--- src/rtl/demux_pkg.sv ---
// Shared types for the 1-to-2 stream demultiplexer.
package demux_pkg;

  typedef enum logic [1:0] {
    IDLE,
    ROUTE0,
    ROUTE1
  } state_t;

  localparam int unsigned N_OUT = 2;

endpackage

--- src/rtl/demux_out_reg.sv ---
// One-entry registered output slot; drain and refill may happen in the same cycle.
module demux_out_reg #(
  parameter int unsigned WIDTH = 8
) (
  input  logic             clk,
  input  logic             reset_n,
  input  logic             load,
  input  logic [WIDTH-1:0] d,
  input  logic             d_last,
  input  logic             ready,
  output logic [WIDTH-1:0] q,
  output logic             q_last,
  output logic             valid,
  output logic             free
);

  logic [WIDTH-1:0] data_q, data_d;
  logic             last_q, last_d;
  logic             valid_q, valid_d;

  always_comb begin
    data_d  = data_q;
    last_d  = last_q;
    valid_d = valid_q;
    if (valid_q && ready) begin
      valid_d = 1'b0;
    end
    if (load) begin
      valid_d = 1'b1;
      data_d  = d;
      last_d  = d_last;
    end
  end

  always_ff @(posedge clk) begin
    if (!reset_n) begin
      data_q  <= '0;
      last_q  <= 1'b0;
      valid_q <= 1'b0;
    end else begin
      data_q  <= data_d;
      last_q  <= last_d;
      valid_q <= valid_d;
    end
  end

  assign q      = data_q;
  assign q_last = last_q;
  assign valid  = valid_q;
  assign free   = !valid_q || ready;

endmodule

--- src/rtl/demux_1x2_stream.sv ---
// 1-to-2 valid/ready stream demultiplexer with packet-sticky routing.
// Optional per-output handshake counters (cnt0/cnt1) when DEMUX_STATS_EN is defined.
module demux_1x2_stream
  import demux_pkg::*;
#(
  parameter int unsigned WIDTH = 8,
  parameter int unsigned CNT_W = 16
) (
  input  logic             clk,
  input  logic             reset_n,
  input  logic [WIDTH-1:0] in_data,
  input  logic             in_sel,
  input  logic             in_last,
  input  logic             in_valid,
  output logic             in_ready,
  output logic [WIDTH-1:0] out0_data,
  output logic             out0_last,
  output logic             out0_valid,
  input  logic             out0_ready,
  output logic [WIDTH-1:0] out1_data,
  output logic             out1_last,
  output logic             out1_valid,
  input  logic             out1_ready,
  output logic             busy
`ifdef DEMUX_STATS_EN
  ,
  output logic [CNT_W-1:0] cnt0,
  output logic [CNT_W-1:0] cnt1
`endif
);

  state_t           state_q, state_d;
  logic             dest;
  logic             accept;
  logic [N_OUT-1:0] slot_free;
  logic [N_OUT-1:0] slot_load;

  always_comb begin
    dest = in_sel;
    unique case (state_q)
      IDLE:    dest = in_sel;
      ROUTE0:  dest = 1'b0;
      ROUTE1:  dest = 1'b1;
      default: dest = in_sel;
    endcase
  end

  assign in_ready     = slot_free[dest];
  assign accept       = in_valid && in_ready;
  assign slot_load[0] = accept && !dest;
  assign slot_load[1] = accept && dest;

  always_comb begin
    state_d = state_q;
    if (accept) begin
      if (in_last) begin
        state_d = IDLE;
      end else if (state_q == IDLE) begin
        state_d = in_sel ? ROUTE1 : ROUTE0;
      end
    end
  end

  always_ff @(posedge clk) begin
    if (!reset_n) begin
      state_q <= IDLE;
    end else begin
      state_q <= state_d;
    end
  end

  assign busy = (state_q != IDLE);

  demux_out_reg #(.WIDTH(WIDTH)) u_slot0 (
    .clk     (clk),
    .reset_n (reset_n),
    .load    (slot_load[0]),
    .d       (in_data),
    .d_last  (in_last),
    .ready   (out0_ready),
    .q       (out0_data),
    .q_last  (out0_last),
    .valid   (out0_valid),
    .free    (slot_free[0])
  );

  demux_out_reg #(.WIDTH(WIDTH)) u_slot1 (
    .clk     (clk),
    .reset_n (reset_n),
    .load    (slot_load[1]),
    .d       (in_data),
    .d_last  (in_last),
    .ready   (out1_ready),
    .q       (out1_data),
    .q_last  (out1_last),
    .valid   (out1_valid),
    .free    (slot_free[1])
  );

`ifdef DEMUX_STATS_EN
  logic [CNT_W-1:0] cnt0_q, cnt0_d;
  logic [CNT_W-1:0] cnt1_q, cnt1_d;

  always_comb begin
    cnt0_d = cnt0_q;
    cnt1_d = cnt1_q;
    if (out0_valid && out0_ready) cnt0_d = cnt0_q + 1'b1;
    if (out1_valid && out1_ready) cnt1_d = cnt1_q + 1'b1;
  end

  always_ff @(posedge clk) begin
    if (!reset_n) begin
      cnt0_q <= '0;
      cnt1_q <= '0;
    end else begin
      cnt0_q <= cnt0_d;
      cnt1_q <= cnt1_d;
    end
  end

  assign cnt0 = cnt0_q;
  assign cnt1 = cnt1_q;
`endif

endmodule

--- config.mk ---
export PLATFORM = sky130hd
export DESIGN_NAME = demux_1x2_stream
export DESIGN_NICKNAME = d
export VERILOG_FILES = /design/src/rtl/demux_pkg.sv /design/src/rtl/demux_out_reg.sv /design/src/rtl/demux_1x2_stream.sv
export SDC_FILE = /design/constraint.sdc
export NUM_CORES = 1
export LEC_CHECK = 0
export ABC_AREA = 1
export BUFFER_PORTS_ARGS = -buffer_cell sky130_fd_sc_hd__buf_2
export CAP_MARGIN = 40
export CORE_ASPECT_RATIO = 1.4
export CORE_MARGIN = 2
export CORE_UTILIZATION = 46
export CTS_BUF_LIST = sky130_fd_sc_hd__clkbuf_8 sky130_fd_sc_hd__clkbuf_16
export DETAILED_ROUTE_END_ITERATION = 6
export GPL_TIMING_DRIVEN = 0
export PLACE_DENSITY = 0.77
export SETUP_SLACK_MARGIN = 0.4
export SLEW_MARGIN = 5
export SYNTH_ARGS = -nofsm -noshare
export SYNTH_HDL_FRONTEND = slang
export SYNTH_HIERARCHICAL = 1
export SYNTH_SLANG_ARGS = --single-unit
--- constraint.sdc ---
create_clock -name clk -period 1.76 [get_ports clk]
set_input_delay 0.176 -clock clk [delete_from_list [all_inputs] [get_ports clk]]
set_output_delay 0.176 -clock clk [all_outputs]
set_load 0.1 [all_outputs]
==> flow_summary.json, run 1 <==
{
  "status": "complete, no violations",
  "fmax_ghz": 0.628,
  "worst_pin_slew_ns": 0.493,
  "slew_headroom": 0.673,
  "finish.utilization": 0.740,
  "end_kind": "primary output",
  "p_switching_mw": 0.910,
  "gp_congestion": 0.801,
  "synthFlopType": "dfxtp_1",
  "dp_hpwl_um": 1500,
  "wirelength_met1_um": 977,
  "synth_area_um2": 916,
  "slew_violations": 0,
  "area_growth_pct": 55.6,
  "finClkSkew_ns": 0.00721,
  "start_kind": "flip-flop",
  "placed_cells": 180,
  "place_ws_ns": 0.232,
  "cp.required_ns": 1.58,
  "drt-total-wl_um": 2480,
  "yosysMostFrequentCell": "nor2_1",
  "synth-seq-area-share": 0.481,
  "grt_pass1_vias": 968,
  "port_buffers": 36,
  "clk_latency_ns": 0.26,
  "rsz0062_at_grt": "true",
  "power_mw": 1.84,
  "power.internal_mw": 0.931,
  "final_area_um2": 1430,
  "routed-via-count": 946,
  "rows": 19,
  "power_density_nw_per_um2": 1290,
  "place_area_um2": 1170,
  "critPathMaxFanout": 3,
  "yosys.area.top_type": "dfxtp_1",
  "overflow": 0,
  "wl_met2_um": 1310,
  "cts_root_buf": "clkbuf_8",
  "path_class": "reg -> out",
  "synth_common_cells": "nor2_1, dfxtp_1, o21ai_0",
  "route.met3.wl_um": 107,
  "viasPerCell": 4.98,
  "synth.top_cell.area_share": 0.481,
  "hold_class": "in -> reg",
  "min_period_ns": 1.59,
  "synth_warnings": 6,
  "finalHoldViolations": 0,
  "detail-route-antenna-nets": 0,
  "multi_input_area_um2": 554,
  "syn-num-nets": 140,
  "routedWlPerCell_um": 13.0,
  "synth_edf_count": 0,
  "cts_max_path_buffers": 2,
  "htree_levels": 1,
  "fillCellCount": 151,
  "netlist_top_cells_area": "dfxtp_1, nor2_1, o21ai_0",
  "setup_tns_ns": 0,
  "worst_slack_ns": 0.167,
  "final_nets": 187,
  "ir_drop_v": 0.000933,
  "drv_cap": 0,
  "firstDrtPassIters": 4,
  "combPwrFrac": 0.514,
  "antenna_found_initial": 0,
  "ios": 37,
  "setup_violations": 0,
  "power_frac_clock": 0.165,
  "cts_hold_buffers": 0,
  "top_layer_used": "met4",
  "syn_area_per_cell_um2": 7.45,
  "grt_pass1_wl_um": 4020,
  "core_um2": 1930,
  "cts.sinks": 22,
  "drc": 0,
  "clk_pin_slew_ns": 0.08,
  "drt_iter0_drc": 13,
  "grt_usage": 0.218,
  "cellLeakagePower_nw": 0.712,
  "cp.arrival_ns": 1.42,
  "cts_tree": "done",
  "switching_share": 0.494,
  "instances_no_fill": 190,
  "ys_types": 13,
  "finalCritPeriodShare": 0.905,
  "die_height_um": 56.8,
  "synth_seq_cells": 22,
  "grt_max_degree": 23,
  "power_frac_seq": 0.321,
  "async_flop_share": 0,
  "die-area_um2": 2370,
  "drive_gt1_frac": 0.538,
  "cts_buffers": 3,
  "regArea_um2": 449,
  "start_util": 0.476,
  "die_w_um": 41.7,
  "hold_ws_ns": 0.164,
  "syn-instance-count": 123,
  "antenna_cells": 0
}
[final cells by class]
class,instances,share of cell area
Multi-Input combinational cell,84,0.389
Sequential cell,22,0.315
Timing Repair Buffer,41,0.168
Inverter,15,0.0518
Clock buffer,3,0.0290
Buffer,2,0.0184
Tap cell,21,0.0184
Timing Repair inverter,1,0.00790
Clock inverter,1,0.00263
[flip-flops by register name, indices dropped and copies added, names as in the netlist]
register	flops
u_slot0/q	8
u_slot1/q	8
state_q	2
u_slot0/q_last	1
u_slot0/valid	1
u_slot1/q_last	1
u_slot1/valid	1
[critical path, cell delays in order, from the launching register on]
cell and delay [ns]:
dfxtp_2 0.35, inv_2 0.05, ha_4 0.26, nand2_2 0.12
nand3_4 0.11, nand2_2 0.10, buf_12 0.17
[power groups by stage]
stage,clock network [mW],registers [mW],logic [mW]
floorplan,0,1.01,0.252
global placement,0,0.596,0.782
detailed placement,0,0.600,0.792
CTS,0.308,0.590,0.913
global route,0.324,0.597,0.991
finish,0.304,0.591,0.946
[repair_timing]
action,CTS,global route
hold endpoints to repair,0,0
setup buffers,2,1
cloned,3,0
gates resized for setup,43,12
setup endpoints to repair,22,23
pin swaps,5,1
[worst paths after layout]
| kind | endpoint | cells past startpoint | slack (ns) | from |
|---|---|---|---|---|
| max | in_ready | 6 | 0.17 | state_q[1] |
| min reg2reg | u_slot0/q[2] | 2 | 0.49 | u_slot0/q[2] |
| max reg2reg | u_slot1/q_last | 11 | 0.19 | state_q[0] |
| min | u_slot1/q[5] | 3 | 0.16 | in_data[5] |
[cells by family after synthesis]
kind of cell / after synthesis / share of synthesized area
adders and majority gates: 2 / 0.0273
AOI/OAI and AO/OA: 20 / 0.109
buffers and inverters: 17 / 0.0915
and+or+nand+nor: 62 / 0.291
DFF: 22 / 0.481
[per-layer routing]
layer / track usage / vias to the layer above
li1: - / 475
met1: 0.255 / 428
met2: 0.384 / 35
met3: 0.0193 / 8
met4: 0.115 / 0
met5: 0 / -
[placed cells by master (no fill, tap or decap), types with 3 or more instances in the layout]
cell,count
buf_2,34
nor2_4,7
o21ai_0,13
dfxtp_1,19
nor2_1,23
nand2_2,4
inv_1,11
nor2_2,16
buf_4,5
nand2_1,5
inv_8,3
o21ai_1,5
clkbuf_8,3
nand3_4,3
No activity file was read; power rests on OpenSTA's default activity.
==> inputs of run 2 (changes only) <==
==> constraint.sdc (replaced) <==
create_clock -name clk -period 1.76 [get_ports clk]
set_input_delay 0.264 -clock clk [delete_from_list [all_inputs] [get_ports clk]]
set_output_delay 0.264 -clock clk [all_outputs]
set_load 0.1 [all_outputs]
==> flow_summary.json, run 2 (same netlist as run 1, synthesis figures left out) <==
{
  "status": "complete, no violations",
  "dp_hpwl_um": 1530,
  "grt_pass1_wl_um": 3910,
  "power_frac_seq": 0.303,
  "grt_pass1_vias": 896,
  "start_util": 0.476,
  "cellLeakagePower_nw": 0.725,
  "final_common_cell": "buf_2",
  "critPathSlowestCell": "dfxtp_2",
  "worst_pin_slew_ns": 0.491,
  "final_nets": 188,
  "fmax_ghz": 0.604,
  "final_cell_mix": "buf_2, nor2_1, dfxtp_1",
  "end_kind": "primary output",
  "path_class": "reg -> out",
  "drt_iter0_drc": 24,
  "critPathMaxFanout": 3,
  "finalHoldViolations": 0,
  "cp.required_ns": 1.50,
  "drive_gt1_frac": 0.529,
  "drc": 0,
  "routedWlPerCell_um": 12.9,
  "ios": 37,
  "grt_max_degree": 23,
  "antenna_cells": 0,
  "port_buffers": 36,
  "power_density_nw_per_um2": 1380,
  "antenna_found_initial": 0,
  "clk_pin_slew_ns": 0.08,
  "die-area_um2": 2370,
  "gp_congestion": 0.798,
  "drv_cap": 0,
  "cts.sinks": 22,
  "die_w_um": 41.7,
  "finalCritPeriodShare": 0.941,
  "finish.utilization": 0.734,
  "hold_class": "in -> reg",
  "grt_usage": 0.216,
  "viasPerCell": 4.95,
  "firstDrtPassIters": 4,
  "power_frac_clock": 0.216,
  "start_kind": "flip-flop",
  "path_common_cell": "nand2_4",
  "cts_max_path_buffers": 2,
  "min_period_ns": 1.66,
  "slew_headroom": 0.675,
  "core_um2": 1930,
  "power_mw": 1.95,
  "cp.arrival_ns": 1.39,
  "drt-total-wl_um": 2470,
  "power.internal_mw": 1.03,
  "rows": 19,
  "routed-via-count": 945,
  "ir_drop_v": 0.000866,
  "htree_levels": 1,
  "setup_tns_ns": 0,
  "finClkSkew_ns": 0.00332,
  "die_height_um": 56.8,
  "area_growth_pct": 54.4,
  "fillCellCount": 146,
  "detail-route-antenna-nets": 0,
  "slew_violations": 0,
  "combPwrFrac": 0.481,
  "overflow": 0,
  "p_switching_mw": 0.921,
  "cts_buffers": 3,
  "setup_violations": 0,
  "cts_tree": "done",
  "cp_cell_sequence": "inv_2, ha_4, inv_4, nand2_4, nand3_4, nand2_4, buf_12",
  "cpPeakStageDelay_ns": 0.35,
  "cts_root_buf": "clkbuf_8",
  "switching_share": 0.473,
  "rsz0062_at_grt": "true",
  "clk_latency_ns": 0.27
}
==> run 2: cell types whose count changed in the layout (fill, tap and decap cells not counted), sizes merged <==
cell    change
buf         +2
clkbuf      +1
inv         -2
==> run 2: final timing paths <==
kind | startpoint | endpoint | slack, ns | depth (start not counted)
worst max-delay path | state_q[1] | in_ready | 0.10 | 7
worst min-delay path | in_data[4] | u_slot0/q[4] | 0.24 | 3
worst max register to register | state_q[1] | u_slot1/q[7] | 0.18 | 11
worst min register to register | u_slot0/q[6] | u_slot0/q[6] | 0.48 | 2
==> run 2: worst max-delay path, delay by kind of cell, from the launching register on <==
kind	cells	cell delay (ns)
flops	1	0.35
buf+inv	3	0.27
simple gates	3	0.22
fa+ha+maj	1	0.29
==> run 2: cell type report <==
| cell class | instances | area (um2) | share of cell area |
|---|---|---|---|
| clock buffers | 4 | 66.3 | 0.0469 |
| repair buffers | 43 | 260 | 0.184 |
| multi-input cells | 84 | 514 | 0.364 |
| inverters | 15 | 73.8 | 0.0522 |
| well taps | 21 | 26.3 | 0.0186 |
| flip-flops and latches | 22 | 450 | 0.319 |
| plain buffers | 2 | 22.5 | 0.0159 |
==> run 2: what timing repair did <==
item / 4_1_cts / 5_1_grt
endpoints found under the setup margin: 22 / 22
gates resized for setup: 23 / 20
buffers inserted: 2 / 3
hold buffers: 0 / 0
pin swaps: 4 / 3
cloned: 1 / 1
==> run 2: metrics by stage <==
stage | hold slack (ns) | instance area [um2] | std cells | setup slack [ns]
final | 0.237 | 1410 | 191 | 0.104
after floorplan | 0.363 | 965 | 123 | 0.406
after CTS | 0.236 | 1340 | 187 | 0.115
after detailed placement | 0.479 | 1170 | 180 | 0.146
after global routing | 0.252 | 1410 | 191 | 0.0603
after global placement | 0.472 | 1170 | 180 | 0.165
==> run 2: power groups by stage <==
stage	Sequential, mW	Clock, mW	Combinational, mW
after floorplan	1.01	0	0.257
after global placement	0.596	0	0.788
after CTS	0.589	0.421	0.880
after detailed placement	0.599	0	0.798
final	0.590	0.420	0.937
after global routing	0.596	0.437	0.983
==> run 2: per-layer routing <==
metal	routed length (um)	vias up	global-route usage	share of wire
met5	0	-	0	0
met4	40	0	0.106	0.016
met3	150	4	0.0450	0.061
met2	1290	37	0.386	0.52
met1	986	429	0.236	0.40
li1	-	475	-	-
==> inputs of run 3 (changes only) <==
--- a/config.mk
+++ b/config.mk
@@ -8,13 +8,15 @@
 export ABC_AREA = 1
 export BUFFER_PORTS_ARGS = -buffer_cell sky130_fd_sc_hd__buf_2
 export CAP_MARGIN = 40
+export CELL_PAD_IN_SITES_DETAIL_PLACEMENT = 1
+export CELL_PAD_IN_SITES_GLOBAL_PLACEMENT = 1
 export CORE_ASPECT_RATIO = 1.4
 export CORE_MARGIN = 2
-export CORE_UTILIZATION = 46
+export CORE_UTILIZATION = 32
 export CTS_BUF_LIST = sky130_fd_sc_hd__clkbuf_8 sky130_fd_sc_hd__clkbuf_16
 export DETAILED_ROUTE_END_ITERATION = 6
 export GPL_TIMING_DRIVEN = 0
-export PLACE_DENSITY = 0.77
+export PLACE_DENSITY_LB_ADDON = 0.1
 export SETUP_SLACK_MARGIN = 0.4
 export SLEW_MARGIN = 5
 export SYNTH_ARGS = -nofsm -noshare
==> flow_summary.json, run 3 (same netlist as run 1, synthesis figures left out) <==
{
  "clk_pin_slew_ns": 0.08,
  "cts_tree": "done",
  "drt_iter0_drc": 11,
  "path_class": "reg -> out",
  "setup_tns_ns": 0,
  "hold_depth": 3,
  "drive_gt1_frac": 0.588,
  "finalHoldViolations": 0,
  "fillCellCount": 351,
  "drc": 0,
  "critPathMaxFanout": 3,
  "worst_slack_ns": 0.102,
  "switching_share": 0.496,
  "hold_class": "in -> reg",
  "overflow": 0,
  "cp.arrival_ns": 1.39,
  "r2r_end": "u_slot1/q_last",
  "antenna_found_initial": 0,
  "path_common_cell": "nand2_4",
  "die_w_um": 49.2,
  "cts.sinks": 22,
  "firstDrtPassIters": 4,
  "reg2reg_slack_ns": 0.16,
  "power_mw": 1.90,
  "critPathSlowestCell": "dfxtp_2",
  "start_kind": "flip-flop",
  "hold_start": "in_data[7]",
  "finalCritPeriodShare": 0.942,
  "cts_max_path_buffers": 2,
  "htree_levels": 1,
  "multi_input_area_um2": 594,
  "power.internal_mw": 0.958,
  "antenna_cells": 0,
  "power_frac_seq": 0.312,
  "rows": 23,
  "cts_buffers": 3,
  "drv_cap": 0,
  "reg2reg_from": "state_q[1]",
  "slew_violations": 0,
  "power_density_nw_per_um2": 1250,
  "detail-route-antenna-nets": 0,
  "worstHoldEndpoint": "u_slot0/q[7]",
  "routedWlPerCell_um": 14.8,
  "area_growth_pct": 65.6,
  "cts_root_buf": "clkbuf_8",
  "p_switching_mw": 0.942,
  "port_buffers": 36,
  "die-area_um2": 3310,
  "final_common_cell": "buf_2",
  "status": "complete, no violations",
  "core_um2": 2790,
  "regArea_um2": 450,
  "cp_top_family": "flip-flops",
  "final_cell_mix": "buf_2, nor2_1, dfxtp_1",
  "place_ws_ns": 0.140,
  "routed-via-count": 980,
  "combPwrFrac": 0.526,
  "grt_max_degree": 23,
  "worst_pin_slew_ns": 0.492,
  "finish.utilization": 0.543,
  "cellLeakagePower_nw": 0.723,
  "cpPeakStageDelay_ns": 0.34,
  "grt_pass1_wl_um": 4490,
  "dp_hpwl_um": 1880,
  "slew_headroom": 0.674,
  "viasPerCell": 4.73,
  "setup_violations": 0,
  "cp.depth": 7,
  "cp.required_ns": 1.50,
  "final_nets": 188,
  "power_frac_clock": 0.162,
  "start_util": 0.328,
  "worst-path-buf-inv": 3,
  "clk_latency_ns": 0.26,
  "fmax_ghz": 0.603,
  "ios": 37,
  "min_period_ns": 1.66,
  "finClkSkew_ns": 0.00867,
  "rsz0062_at_grt": "true",
  "ir_drop_v": 0.000606,
  "grt_usage": 0.178,
  "gp_congestion": 0.746,
  "grt_pass1_vias": 1021,
  "cp_cell_sequence": "inv_2, ha_4, inv_4, nand2_4, nand3_4, nand2_4, buf_12",
  "end_kind": "primary output",
  "die_height_um": 67.3,
  "r2r_cells": 11,
  "drt-total-wl_um": 3060
}
run 3: final cells by class:
cell class,count,area share
multi-input combinational,84,0.392
sequential,22,0.297
timing repair buffer,42,0.171
inverter,15,0.0520
tap,37,0.0305
clock buffer,3,0.0272
buffer,2,0.0206
timing repair inverter,1,0.00743
clock inverter,1,0.00248
run 3: per-layer routing:
metal	track usage	share of wire	vias to the layer above
li1	-	-	479
met1	0.182	0.36	478
met2	0.356	0.59	19
met3	0.0332	0.036	4
met4	0.0643	0.0095	0
met5	0	0	-
run 3: power by group through the flow:
stage | sequential [mW] | clock (mW) | combinational [mW]
after floorplan | 1.01 | 0 | 0.257
after global placement | 0.597 | 0 | 0.795
after detailed placement | 0.599 | 0 | 0.810
after CTS | 0.590 | 0.321 | 0.886
after global routing | 0.599 | 0.342 | 1.05
final | 0.592 | 0.309 | 0.999
run 3: tightest hold or removal path: cells and delay by family:
family / cells / cell delay [ns]
buffers and inverters: 1 / 0.10
and+or+nand+nor: 2 / 0.12
run 3: worst max-delay path by stage:
stage / start / to / slack (ns)
after floorplan: state_q[1] / u_slot0/q[0] / 0.41
after global placement: state_q[0] / in_ready / 0.16
after detailed placement: state_q[1] / in_ready / 0.14
after CTS: state_q[0] / in_ready / 0.10
after global routing: state_q[1] / in_ready / 0.04
final: state_q[1] / in_ready / 0.10
run 3: metrics by stage:
stage	cell area, um2	std cells	hold slack (ns)
floorplan	965	123	0.363
global placement	1190	196	0.474
detailed placement	1190	196	0.493
CTS	1330	202	0.246
global route	1520	207	0.265
finish	1520	207	0.267
run 3: timing repair:
| item | 4_1_cts | 5_1_grt |
|---|---|---|
| buffers inserted | 1 | 3 |
| pin swaps | 2 | 10 |
| endpoints found under the setup margin | 22 | 24 |
| gates cloned | 1 | 2 |
| hold buffers | 0 | 0 |
| gates resized for setup | 21 | 50 |
